$ cat src/rtl/top_stage.sv
// top_stage: in-place 512-point mixed-radix NTT over q = 12289.
// One radix-2 DIF stage (stride 256), then four radix-4 DIF stages (strides 64, 16, 4, 1).
// Data lives in four banks. The element-to-bank mapping keeps every issue cycle conflict-free.
// Datapath: issue -> read (p0) -> butterfly part 1 (p1) -> butterfly part 2 (p2) -> twiddle multiply (p3) -> write-back.

module ntt_bank #(
  parameter int DW = 14,
  parameter int AW = 7
) (
  input  logic          clk,
  input  logic [AW-1:0] raddr,
  output logic [DW-1:0] rdata,
  input  logic          we,
  input  logic [AW-1:0] waddr,
  input  logic [DW-1:0] wdata
);
  reg [DW-1:0] bank [0:(1<<AW)-1];

  // One registered read and one synchronous write per cycle
  always_ff @(posedge clk) begin
    rdata <= bank[raddr];
    if (we) bank[waddr] <= wdata;
  end
endmodule

module top_stage #(
  parameter int Q     = 12289,
  parameter int DW    = 14,
  parameter int AW    = 7,
  parameter int OMEGA = 2401,
  parameter int PIPE  = 4
) (
  input  logic       clk,
  input  logic       rst,
  input  logic [3:0] conf,
  output logic [1:0] done_flag
);
  localparam logic [DW:0] QX = (DW+1)'(Q);

  // OMEGA^e mod Q by square-and-multiply; used only at elaboration
  function automatic int unsigned pow_mod(input int unsigned e);
    int unsigned r;
    int unsigned b;
    r = 1;
    b = OMEGA;
    for (int i = 0; i < 9; i++) begin
      if (e[i]) r = (r * b) % Q;
      b = (b * b) % Q;
    end
    return r;
  endfunction

  // Bank holding element e: digit sum of the low four radix-4 digits plus 2*e[8], mod 4
  function automatic logic [1:0] bank_of(input logic [8:0] e);
    return e[1:0] + e[3:2] + e[5:4] + e[7:6] + {e[8], 1'b0};
  endfunction

  function automatic logic [DW-1:0] mod_add(input logic [DW-1:0] a, input logic [DW-1:0] b);
    logic [DW:0] s;
    s = {1'b0, a} + {1'b0, b};
    if (s >= QX) s = s - QX;
    return s[DW-1:0];
  endfunction

  function automatic logic [DW-1:0] mod_sub(input logic [DW-1:0] a, input logic [DW-1:0] b);
    logic [DW:0] d;
    d = {1'b0, a} - {1'b0, b};
    if (a < b) d = d + QX;
    return d[DW-1:0];
  endfunction

  function automatic logic [DW-1:0] mod_mul(input logic [DW-1:0] a, input logic [DW-1:0] b);
    logic [2*DW-1:0] p;
    p = {{DW{1'b0}}, a} * {{DW{1'b0}}, b};
    p = p % (2*DW)'(Q);
    return p[DW-1:0];
  endfunction

  localparam logic [DW-1:0] J_VAL = DW'(pow_mod(128));

  typedef enum logic [2:0] {IDLE, R2_RUN, R2_DRAIN, R4_RUN, R4_DRAIN} state_t;

  state_t        state;
  logic [6:0]    cnt;
  logic [1:0]    stage;
  logic [3:0]    conf_prev;

  logic [8:0]    g9, lo_mask, base, jidx, tj;
  logic [3:0]    dsh, tsh;
  logic [8:0]    elem [4];
  logic [8:0]    expo [4];

  logic [AW-1:0] raddr [4];
  logic [DW-1:0] rdata [4];
  logic          we    [4];
  logic [AW-1:0] waddr [4];
  logic [DW-1:0] wdata [4];
  logic [DW-1:0] xin   [4];
  logic [DW-1:0] tw_rom [512];

  logic          vld_p0, vld_p1, vld_p2, vld_p3;
  logic          r4_p0, r4_p1;
  logic [1:0]    bk_p0 [4], bk_p1 [4], bk_p2 [4], bk_p3 [4];
  logic [AW-1:0] addr_p0 [4], addr_p1 [4], addr_p2 [4], addr_p3 [4];
  logic [8:0]    exp_p0 [4];
  logic [DW-1:0] a_p1, b_p1, c_p1, d_p1;
  logic [DW-1:0] w_p1 [4], w_p2 [4], u_p2 [4], y_p3 [4];

  for (genvar k = 0; k < 512; k++) begin : g_tw
    localparam logic [DW-1:0] TWV = DW'(pow_mod(k));
    assign tw_rom[k] = TWV;
  end

  ntt_bank #(.DW(DW), .AW(AW)) bank_0 (.clk(clk), .raddr(raddr[0]), .rdata(rdata[0]),
    .we(we[0]), .waddr(waddr[0]), .wdata(wdata[0]));
  ntt_bank #(.DW(DW), .AW(AW)) bank_1 (.clk(clk), .raddr(raddr[1]), .rdata(rdata[1]),
    .we(we[1]), .waddr(waddr[1]), .wdata(wdata[1]));
  ntt_bank #(.DW(DW), .AW(AW)) bank_2 (.clk(clk), .raddr(raddr[2]), .rdata(rdata[2]),
    .we(we[2]), .waddr(waddr[2]), .wdata(wdata[2]));
  ntt_bank #(.DW(DW), .AW(AW)) bank_3 (.clk(clk), .raddr(raddr[3]), .rdata(rdata[3]),
    .we(we[3]), .waddr(waddr[3]), .wdata(wdata[3]));

  // Control FSM: edge-qualified commands accepted only in IDLE; runs always complete unless reset
  always_ff @(posedge clk) begin
    if (!rst) begin
      state     <= IDLE;
      cnt       <= '0;
      stage     <= '0;
      done_flag <= '0;
      conf_prev <= '0;
    end else begin
      conf_prev <= conf;
      case (state)
        IDLE: begin
          if (conf == 4'd1 && conf_prev != 4'd1) begin
            state        <= R2_RUN;
            cnt          <= '0;
            done_flag[0] <= 1'b0;
          end else if (conf == 4'd2 && conf_prev != 4'd2) begin
            state        <= R4_RUN;
            cnt          <= '0;
            stage        <= '0;
            done_flag[1] <= 1'b0;
          end
        end
        R2_RUN: begin
          cnt <= cnt + 7'd1;
          if (cnt == 7'd127) state <= R2_DRAIN;
        end
        R2_DRAIN: begin
          if (cnt == 7'(PIPE-1)) begin
            cnt          <= '0;
            state        <= IDLE;
            done_flag[0] <= 1'b1;
          end else begin
            cnt <= cnt + 7'd1;
          end
        end
        R4_RUN: begin
          cnt <= cnt + 7'd1;
          if (cnt == 7'd127) state <= R4_DRAIN;
        end
        R4_DRAIN: begin
          if (cnt == 7'(PIPE-1)) begin
            cnt <= '0;
            if (stage == 2'd3) begin
              state        <= IDLE;
              done_flag[1] <= 1'b1;
            end else begin
              stage <= stage + 2'd1;
              state <= R4_RUN;
            end
          end else begin
            cnt <= cnt + 7'd1;
          end
        end
        default: state <= IDLE;
      endcase
    end
  end

  // Issue: element indices and twiddle exponents for the current group
  always_comb begin
    g9      = {2'b00, cnt};
    dsh     = 4'({~stage, 1'b0});
    tsh     = 4'd7 - dsh;
    lo_mask = (9'd1 << dsh) - 9'd1;
    base    = ((g9 >> dsh) << (dsh + 4'd2)) | (g9 & lo_mask);
    jidx    = g9 & lo_mask;
    tj      = jidx << tsh;
    if (state == R4_RUN) begin
      for (int p = 0; p < 4; p++) elem[p] = base + (9'(p) << dsh);
      expo[0] = '0;
      expo[1] = tj;
      expo[2] = tj << 1;
      expo[3] = tj + (tj << 1);
    end else begin
      elem[0] = {1'b0, cnt, 1'b0};
      elem[1] = {1'b0, cnt, 1'b1};
      elem[2] = {1'b1, cnt, 1'b0};
      elem[3] = {1'b1, cnt, 1'b1};
      expo[0] = '0;
      expo[1] = '0;
      expo[2] = {1'b0, cnt, 1'b0};
      expo[3] = {1'b0, cnt, 1'b1};
    end
  end

  // Read address steering: each element lands in a distinct bank
  always_comb begin
    for (int b = 0; b < 4; b++) raddr[b] = '0;
    for (int p = 0; p < 4; p++) raddr[bank_of(elem[p])] = elem[p][8:2];
  end

  // Valid chain; the only pipeline state cleared by reset
  always_ff @(posedge clk) begin
    if (!rst) begin
      vld_p0 <= 1'b0;
      vld_p1 <= 1'b0;
      vld_p2 <= 1'b0;
      vld_p3 <= 1'b0;
    end else begin
      vld_p0 <= (state == R2_RUN) || (state == R4_RUN);
      vld_p1 <= vld_p0;
      vld_p2 <= vld_p1;
      vld_p3 <= vld_p2;
    end
  end

  // p0 boundary: capture element routing alongside the bank read
  always_ff @(posedge clk) begin
    r4_p0 <= (state == R4_RUN);
    for (int p = 0; p < 4; p++) begin
      bk_p0[p]   <= bank_of(elem[p]);
      addr_p0[p] <= elem[p][8:2];
      exp_p0[p]  <= expo[p];
    end
  end

  // Undo the bank permutation so xin[k] is element k of the group
  always_comb begin
    for (int k = 0; k < 4; k++) xin[k] = rdata[bk_p0[k]];
  end

  // p1 boundary: first butterfly layer; radix-2 reuses a/b and c/d as two independent pairs
  always_ff @(posedge clk) begin
    a_p1  <= mod_add(xin[0], xin[2]);
    b_p1  <= mod_sub(xin[0], xin[2]);
    c_p1  <= mod_add(xin[1], xin[3]);
    d_p1  <= r4_p0 ? mod_mul(J_VAL, mod_sub(xin[1], xin[3])) : mod_sub(xin[1], xin[3]);
    r4_p1 <= r4_p0;
    for (int k = 0; k < 4; k++) begin
      w_p1[k]    <= tw_rom[exp_p0[k]];
      bk_p1[k]   <= bk_p0[k];
      addr_p1[k] <= addr_p0[k];
    end
  end

  // p2 boundary: second butterfly layer (radix-4) or pass-through of the radix-2 sums/differences
  always_ff @(posedge clk) begin
    u_p2[0] <= r4_p1 ? mod_add(a_p1, c_p1) : a_p1;
    u_p2[1] <= r4_p1 ? mod_add(b_p1, d_p1) : c_p1;
    u_p2[2] <= r4_p1 ? mod_sub(a_p1, c_p1) : b_p1;
    u_p2[3] <= r4_p1 ? mod_sub(b_p1, d_p1) : d_p1;
    for (int k = 0; k < 4; k++) begin
      w_p2[k]    <= w_p1[k];
      bk_p2[k]   <= bk_p1[k];
      addr_p2[k] <= addr_p1[k];
    end
  end

  // p3 boundary: twiddle multiply (exponent 0 gives a multiply by one)
  always_ff @(posedge clk) begin
    for (int k = 0; k < 4; k++) begin
      y_p3[k]    <= mod_mul(u_p2[k], w_p2[k]);
      bk_p3[k]   <= bk_p2[k];
      addr_p3[k] <= addr_p2[k];
    end
  end

  // Write-back steering: results return to the words they were read from
  always_comb begin
    for (int b = 0; b < 4; b++) begin
      we[b]    = 1'b0;
      waddr[b] = '0;
      wdata[b] = '0;
    end
    for (int b = 0; b < 4; b++) begin
      for (int k = 0; k < 4; k++) begin
        if (bk_p3[k] == 2'(b)) begin
          we[b]    = vld_p3;
          waddr[b] = addr_p3[k];
          wdata[b] = y_p3[k];
        end
      end
    end
  end
endmodule

$ cat config.mk
export PLATFORM = sky130hd
export DESIGN_NAME = top_stage
export DESIGN_NICKNAME = d
export VERILOG_FILES = /design/src/rtl/top_stage.sv
export SDC_FILE = /design/constraint.sdc
export NUM_CORES = 1
export LEC_CHECK = 0
export CAP_MARGIN = 10
export CORE_AREA = 2 2 44 46
export DETAILED_ROUTE_END_ITERATION = 16
export DIE_AREA = 0 0 46 48
export GPL_ROUTABILITY_DRIVEN = 0
export GPL_TIMING_DRIVEN = 0
export HOLD_SLACK_MARGIN = 0.03
export PLACE_DENSITY = 0.74
export RECOVER_POWER = 50
export SLEW_MARGIN = 10
export SYNTH_ARGS = -nofsm -noshare
export SYNTH_HDL_FRONTEND = slang
export SYNTH_HIERARCHICAL = 1
export SYNTH_SLANG_ARGS = --single-unit
export TNS_END_PERCENT = 50
$ cat constraint.sdc
create_clock -name clk -period 4.7 [get_ports clk]
set_clock_uncertainty 0.05 [all_clocks]
set_input_delay 0.705 -clock clk [delete_from_list [all_inputs] [get_ports clk]]
set_output_delay 0.705 -clock clk [all_outputs]
set_load 0.05 [all_outputs]
==> flow_summary.yaml, run 1 <==
critical_path:
  cp_cell_sequence: "clkdlybuf4s50_1"
  worstSetupStartpointType: "flip-flop"
  endpoint_kind: "primary output"
  cp.buffers_inverters: 1
  cp_top_family: "buffers and inverters"
  slowest_delay_ns: 0.80
  required_ns: 3.94
  cp_data_arrival_time_ns: 1.43
  critPathKind: "reg2out"
  cp_max_fo: 2
  slowest_stage: "clkdlybuf4s50_1"
flow_run:
  cap_viol_max_count: 0
timing:
  hold_viol_final: 0
  period_needed_ns: 2.182
  min_period_over_period_pct: 46.42
  rsz0062_at_grt: "false"
  max_slew_margin_pct: 66.78
  fmax_mhz: 458.4
  fin_setup_tns_ns: 0
  holdWs_ns: 0.4342
  worst_pin_slew_ns: 0.4967
  setup_viol: 0
  final_max_slew_viol_count: 0
cts:
  cts_tree: "done"
  clk_pin_slew_worst_paths_ns: 0.10
  ctsLongestPathBuffers: 2
  clockRootBuffer: "clkbuf_4"
  cts-buffers-inserted: 3
  clkLatencyLatePin_ns: 0.29
  post-cts-setup-buffers: 0
  clock-sinks: 18
  ctsResizeCount: 0
  ctsHoldBuffers: 0
  htreeDepth: 1
power:
  peakVddDrop_mv: 0.2339
  power_density_nw_per_um2: 368.9
  power_mw: 0.3952
  p_leak_nw: 0.3827
detailed_routing:
  drtIter0Drc: 23
  drt-total-wl_um: 2019
  vias_per_cell: 6.000
  dr.pass1.iters: 4
  drcViolationCount: 0
  ant_nets: 0
  dr_total_vias: 852
  routedWlPerCell_um: 14.22
synthesis:
  syn_area_um2: 960.9
  synth_flop_cell: "dfxtp_1"
  synth.top_cell.area_share_pct: 37.50
  syn_inst: 115
  synth_seq_cells: 18
  syn_avg_cell_area_um2: 8.356
  synth_most_common_cell: "dfxtp_1"
  async_reset_ff_share_pct: 0
  synth_commonest_cells: "18 x dfxtp_1, 12 x a21oi_1, 12 x nand2_1"
  synth_edf_count: 0
  synth_nets: 123
  post-synth-top-area-cell: "dfxtp_1"
  synthTopCellsByArea: "dfxtp_1 38%, a21oi_1 6.3%, nand2_1 4.7%"
  yosysWarningCount: 6
  synth.distinct_cells: 39
  ys_seq_area_share_pct: 37.50
grt:
  grt_pass1_vias: 809
  grt_pass1_wl_um: 3491
  antenna_found_initial: 0
  grt_max_degree: 11
  grt_overflow: 0
  grt.total_usage_pct: 21.86
floorplan:
  die_y_um: 48
  rows: 15
  num_io_pins: 8
  coreArea_um2: 1689
  die_area_um2: 2208
  die_w_um: 46
  start_util_pct: 56.89
placement:
  io_buffers: 7
  dp_hpwl_um: 1523
  dpl_cell_area_um2: 1052
layout:
  layout.nets: 135
  utilization_pct: 63.41
  final_area_um2: 1071
  diodes: 0
  area_growth_pct: 11.46
  drive_gt1_share_pct: 10.40
min_path:
  min_path_type: "reg2reg"
run_status:
  outcome: "completed"
==> layer usage <==
metal,part of all wire [%],global-route usage (%),vias to the layer above
li1,-,-,438
met1,47,26.76,393
met2,49,37.22,15
met3,2.7,4.151,6
met4,1.2,9.714,0
met5,0,0,-
==> placed cells by master, fill, tap and decap left out, types with 3 or more instances in the layout <==
master and n:
and2_0 3, clkdlybuf4s50_1 5, nand3_1 7, nor2_1 11, clkbuf_4 3, dfxtp_1 18, nor2b_1 3, o21ai_0 5
nand2_1 12, a21oi_1 12, a31oi_1 3
==> cell type report <==
class,instances,area [um^2]
multi-input cells,92,576.8
fillers,152,618.1
flip-flops and latches,18,360.3
inverters,2,7.507
clock buffers,3,22.52
repair buffers,7,70.07
plain buffers,3,12.51
well taps,17,21.27
==> path summary, 6_finish.rpt <==
path / start / to / slack (ns) / depth (start not counted)
setup reg to reg: cnt[0] / stage[0] / 2.84 / 6
hold reg to reg: stage[1] / stage[1] / 0.43 / 2
hold / removal: stage[1] / stage[1] / 0.43 / 2
setup / recovery: done_flag[1] / done_flag[1] / 2.52 / 1
==> metrics by stage <==
stage / setup WS, ns / instances
floorplan: 3.056 / 115
global placement: 2.474 / 139
detailed placement: 2.472 / 139
CTS: 2.509 / 142
global route: 2.468 / 142
finish: 2.518 / 142
==> cells by family after synthesis <==
kind of cell | Yosys count | share of synthesized area [%]
mux | 1 | 1.042
flops | 18 | 37.50
fa+ha+maj | 2 | 2.604
buf+inv | 5 | 2.083
compound gates | 28 | 18.62
xor+xnor | 1 | 0.9116
simple gates | 60 | 37.24
==> state kept, by name (all words and copies together) (netlist names) <==
register,count
stage,2
cnt,7
conf_prev,4
state,3
done_flag,2
==> where the power goes <==
part	leakage, nW	internal, mW	switching (mW)
combinational	0.222	0.0564	0.0884
clock	0.0138	0.0298	0.0458
sequential	0.147	0.165	0.00962
Power figures use the tool's default switching activity.
==> run 2: changes to the inputs <==
CORE_AREA = 2 2 47 49   (was 2 2 44 46)
DIE_AREA = 0 0 49 51   (was 0 0 46 48)
PLACE_DENSITY = 0.68   (was 0.74)
clock period = 1.93 ns   (was 4.7 ns; I/O delays follow)
==> run 2 against run 1 <==
Against the previous run:
- die area rose by 13%
- non-clock buffer count is the same
- setup slack worse by 2.4 ns
- total power increased to 2.6 times the previous value
- final area rose by 2.9%
==> flow_summary.yaml, run 2 (synthesis gave the netlist of run 1 again) <==
run_status:
  outcome: "completed"
layout:
  drive_gt1_share_pct: 11.90
  final_common_cell: "dfxtp_1"
  final_area_um2: 1102
  final_cell_mix: "18 x dfxtp_1, 12 x nor2_1, 12 x a21oi_1, 12 x nand2_1, 7 x nand3_1"
  multi_input_area_um2: 580.6
  layout.nets: 135
  area_growth_pct: 14.71
  regArea_um2: 360.3
  reg_top3: "cnt: 7 flops, conf_prev: 4 flops, state: 3 flops"
  n_fill_cell: 204
  utilization_pct: 53.43
  diodes: 0
  largest_reg_flops: 7
  regMostFlops: "cnt"
detailed_routing:
  dr.pass1.iters: 4
  vias_per_cell: 5.487
  routedWlPerCell_um: 12.42
  drt-total-wl_um: 1913
  dr_total_vias: 845
  drcViolationCount: 0
  drtIter0Drc: 20
  ant_nets: 0
placement:
  dp_hpwl_um: 1449
  dpl_cell_area_um2: 1066
  io_buffers: 7
cts:
  post-cts-setup-buffers: 0
  htreeDepth: 1
  cts-buffers-inserted: 3
  ctsHoldBuffers: 0
  clock-sinks: 18
  clkLatencyLatePin_ns: 0.30
  clockRootBuffer: "clkbuf_4"
  ctsLongestPathBuffers: 2
  clk_pin_slew_worst_paths_ns: 0.11
  cts_tree: "done"
power:
  power_density_nw_per_um2: 928.2
  power_mw: 1.023
  p_leak_nw: 0.3902
  peakVddDrop_mv: 0.6353
timing:
  min_period_over_period_pct: 94.10
  fin_setup_tns_ns: 0
  setup_viol: 0
  hold_viol_final: 0
  final_max_slew_viol_count: 0
  holdWs_ns: 0.4188
  rsz0062_at_grt: "false"
  max_slew_margin_pct: 67.43
  fmax_mhz: 550.6
  period_needed_ns: 1.816
  worst_pin_slew_ns: 0.4871
floorplan:
  die_w_um: 49
  num_io_pins: 8
  die_area_um2: 2499
  start_util_pct: 46.57
  coreArea_um2: 2063
  rows: 17
  die_y_um: 51
critical_path:
  endpoint_kind: "flip-flop"
  cp_data_arrival_time_ns: 1.94
  cp_cell_sequence: "ha_2 > or2b_2 > nor2_1 > or3_1 > a31o_1 > a21oi_1"
  critPathKind: "reg2reg"
  slowest_stage: "dfxtp_1"
  slowest_delay_ns: 0.39
  cp_max_fo: 4
  worstSetupStartpointType: "flip-flop"
  required_ns: 2.05
grt:
  antenna_found_initial: 0
  grt_pass1_vias: 783
  grt.total_usage_pct: 17.61
  grt_max_degree: 11
  grt_overflow: 0
  grt_pass1_wl_um: 3387
min_path:
  min_path_type: "reg2reg"
flow_run:
  cap_viol_max_count: 0
## run 2: timing repair
item	in CTS	in global routing
hold endpoints to repair	0	0
endpoints found under the setup margin	0	1
resized for setup	0	1
## run 2: where the power goes
part	leakage [nW]	internal (mW)	switching, mW
registers	0.147	0.402	0.0251
logic	0.223	0.140	0.218
clock network	0.0210	0.115	0.123
## run 2: path summary, 6_finish.rpt
path / slack (ns) / from / to / cells after the start
worst max-delay path: 0.11 / cnt[0] / state[1] / 6
worst max register to register: 0.11 / cnt[0] / state[1] / 6
worst min-delay path: 0.42 / stage[1] / stage[1] / 2
worst min register to register: 0.42 / stage[1] / stage[1] / 2
## run 2: critical path: cells and delay by family, from the launching register on
kind            cells  cell delay, ns
compound gates      2            0.22
flops               1            0.39
simple gates        3            0.82
fa+ha+maj           1            0.22
## run 2: stage by stage
step | setup WS [ns] | instances
2_1_floorplan | 0.2861 | 115
3_3_place_gp | 0.1165 | 150
3_5_place_dp | 0.07615 | 150
4_1_cts | 0.1324 | 154
5_1_grt | 0.01482 | 154
6_report | 0.1138 | 154
## run 2: final cells by class
type	instances	share of cell area, %
Timing Repair Buffer	7	6.356
Clock buffer	4	3.292
Multi-Input combinational cell	92	52.67
Sequential cell	18	32.69
Buffer	3	1.135
Inverter	2	0.6810
Tap cell	28	3.178
## run 2: metal layers
| layer | vias up | GRT usage, % | share of wire, % |
|---|---|---|---|
| met1 | 383 | 20.84 | 47 |
| met4 | 0 | 4.286 | 0.73 |
| met3 | 2 | 5.263 | 3.6 |
| li1 | 443 | - | - |
| met2 | 17 | 31.28 | 48 |
| met5 | - | 0 | 0 |
==> edit (config.mk and constraints of run 2) <==
Make the reset (`rst`) asynchronous in 2 clocked blocks.
--- a/src/rtl/top_stage.sv
+++ b/src/rtl/top_stage.sv
@@ -122,5 +122,5 @@
 
   // Control FSM: edge-qualified commands accepted only in IDLE; runs always complete unless reset
-  always_ff @(posedge clk) begin
+  always_ff @(posedge clk or negedge rst) begin
     if (!rst) begin
       state     <= IDLE;
@@ -214,5 +214,5 @@
 
   // Valid chain; the only pipeline state cleared by reset
-  always_ff @(posedge clk) begin
+  always_ff @(posedge clk or negedge rst) begin
     if (!rst) begin
       vld_p0 <= 1'b0;
Behaviour: same outputs for any inputs over 10 cycles, from zero or initial values and one cycle with rst low; that may be too few to reach the edited logic, so the function may still have changed.
==> edit against run 2 <==
Sequential power increased by 47%. Largest power group unchanged. Sequential cell count unchanged. Area after synthesis grew 2.2%. Wire length down 1.5%. Design area rose by 5.6%. Power grew 38%. Worst setup slack got worse by 89 ps.
==> edit: results <==
# TYPE chip_impl_metric gauge
chip_impl_info{name="hold-path-endpoint",value="stage[1]$_DFFE_PN0P_"} 1
chip_impl_info{name="launching_point_of_the_worst_reg2reg_path",value="conf_prev[1]$_DFF_PN0_"} 1
chip_impl_metric{name="worst-path-max-fanout",unit=""} 7
chip_impl_metric{name="syn_nets",unit=""} 106
chip_impl_metric{name="worst_ep_arrival_time",unit="ps"} 2020
chip_impl_metric{name="timing.critical_path.slowest_cell_delay",unit="ps"} 560
chip_impl_metric{name="dr.pass1.iters",unit=""} 2
chip_impl_info{name="outcome",value="completed"} 1
chip_impl_metric{name="track_usage",unit=""} 0.187
chip_impl_metric{name="post_dr_wirelength_cell",unit="um"} 13.7
chip_impl_metric{name="headroom_to_the_max_slew_limit",unit=""} 0.459
chip_impl_metric{name="initial_drt_markers",unit=""} 10
chip_impl_metric{name="detailedPlacementHpwl",unit="um"} 1400
chip_impl_metric{name="worst-r2r-cell-count",unit=""} 5
chip_impl_metric{name="rrSetupSlack",unit="ps"} 90
chip_impl_metric{name="wire_length_of_the_first_global_routing_pass",unit="um"} 3420
chip_impl_metric{name="min_path_cells",unit=""} 1
chip_impl_info{name="ys_top_cells_by_count",value="dfrtp_1 (18), nor2_1 (8), inv_1 (7), o21ai_0 (7), a21oi_1 (6)"} 1
chip_impl_metric{name="cts_buffer_depth",unit=""} 2
chip_impl_metric{name="fraction_of_final_layout_cells_sized_beyond_drive_strength_1",unit=""} 0.173
chip_impl_info{name="r2r_end",value="cnt[3]$_DFFE_PN0P_"} 1
chip_impl_metric{name="first_global_vias",unit=""} 825
chip_impl_metric{name="pin_count_of_the_biggest_net_entering_global_routing",unit=""} 19
chip_impl_info{name="worst_hold_startpoint",value="stage[1]$_DFFE_PN0P_"} 1
chip_impl_metric{name="post_dp_cell_area",unit="um2"} 1090
chip_impl_metric{name="synth-async-reset-ratio",unit=""} 1.00
chip_impl_metric{name="final_nets",unit=""} 119
## edit: cell count changes after synthesis, sizes merged, moves of 4 or more
cell / before / now
nand2: 13 / 3
dfrtp: 0 / 18
a21oi: 12 / 6
dfxtp: 18 / 0
inv: 2 / 7
nor2: 12 / 8
## edit: cell families after synthesis
family / Yosys count / share of synthesized area
AND/OR/NAND/NOR: 36 / 0.220
AO/OA/AOI/OAI: 30 / 0.229
flip-flops: 18 / 0.459
buffers and inverters: 9 / 0.0357
multiplexers: 2 / 0.0217
adder cells (fa/ha/maj): 2 / 0.0255
XOR/XNOR: 1 / 0.00892
## edit: worst reg2reg max path: cells and delay by family, from the launching register on
| kind | cells | cell delay (ps) |
|---|---|---|
| AO/OA/AOI/OAI | 3 | 610 |
| buffers and inverters | 1 | 150 |
| flip-flops | 1 | 380 |
| AND/OR/NAND/NOR | 1 | 560 |
## edit: worst max path at each step
stage                                start              endpoint  slack [ps]  depth (start not counted)
detailed placement                 conf[0]    cnt[3]$_DFFE_PN0P_        -350                          5
global placement                   conf[1]    cnt[6]$_DFFE_PN0P_        -330                          5
finish                             conf[0]    cnt[3]$_DFFE_PN0P_          20                          6
floorplan           conf_prev[1]$_DFF_PN0_  state[0]$_DFFE_PN0P_         270                          4
CTS                                conf[0]    cnt[3]$_DFFE_PN0P_          20                          5
global route                       conf[0]    cnt[3]$_DFFE_PN0P_         -10                          6
## edit: report_power, final
group / total [mW] / leakage (nW) / switching, mW / internal (mW)
combinational: 0.552 / 0.225 / 0.314 / 0.239
clock: 0.229 / 0.0210 / 0.114 / 0.115
sequential: 0.629 / 0.218 / 0.139 / 0.489
total: 1.41 / 0.464 / 0.567 / 0.843
## edit: layout make-up
class                   instances  area, um2
clock buffers                   4       36.3
multi-input cells              71        526
repair buffers                  8       81.3
flip-flops and latches         18        450
well taps                      28       35.0
fillers                       197        900
plain buffers                   2       8.76
inverters                       7       26.3
## edit: per-stage QoR
stage	setup slack, ps	utilization	total power [mW]	hold slack, ps	std cells
detailed placement	-349	0.527	1.13	431	133
finish	24.8	0.564	1.41	449	138
global placement	-326	0.527	1.11	425	133
floorplan	274	-	0.981	-56.1	98
CTS	17.9	0.551	1.38	424	137
global route	-9.60	0.564	1.54	448	138
## edit: layer usage
| layer | GRT usage | routed length [um] |
|---|---|---|
| met5 | 0 | 0 |
| met4 | 0.114 | 44 |
| met3 | 0.0409 | 53 |
| met2 | 0.347 | 992 |
| met1 | 0.193 | 794 |
## edit: repair_timing
action | in CTS | in global routing
resized for setup | 2 | 4
gates cloned | 0 | 0
setup endpoints to repair | 4 | 5
pin swaps | 0 | 1
buffers inserted | 0 | 1
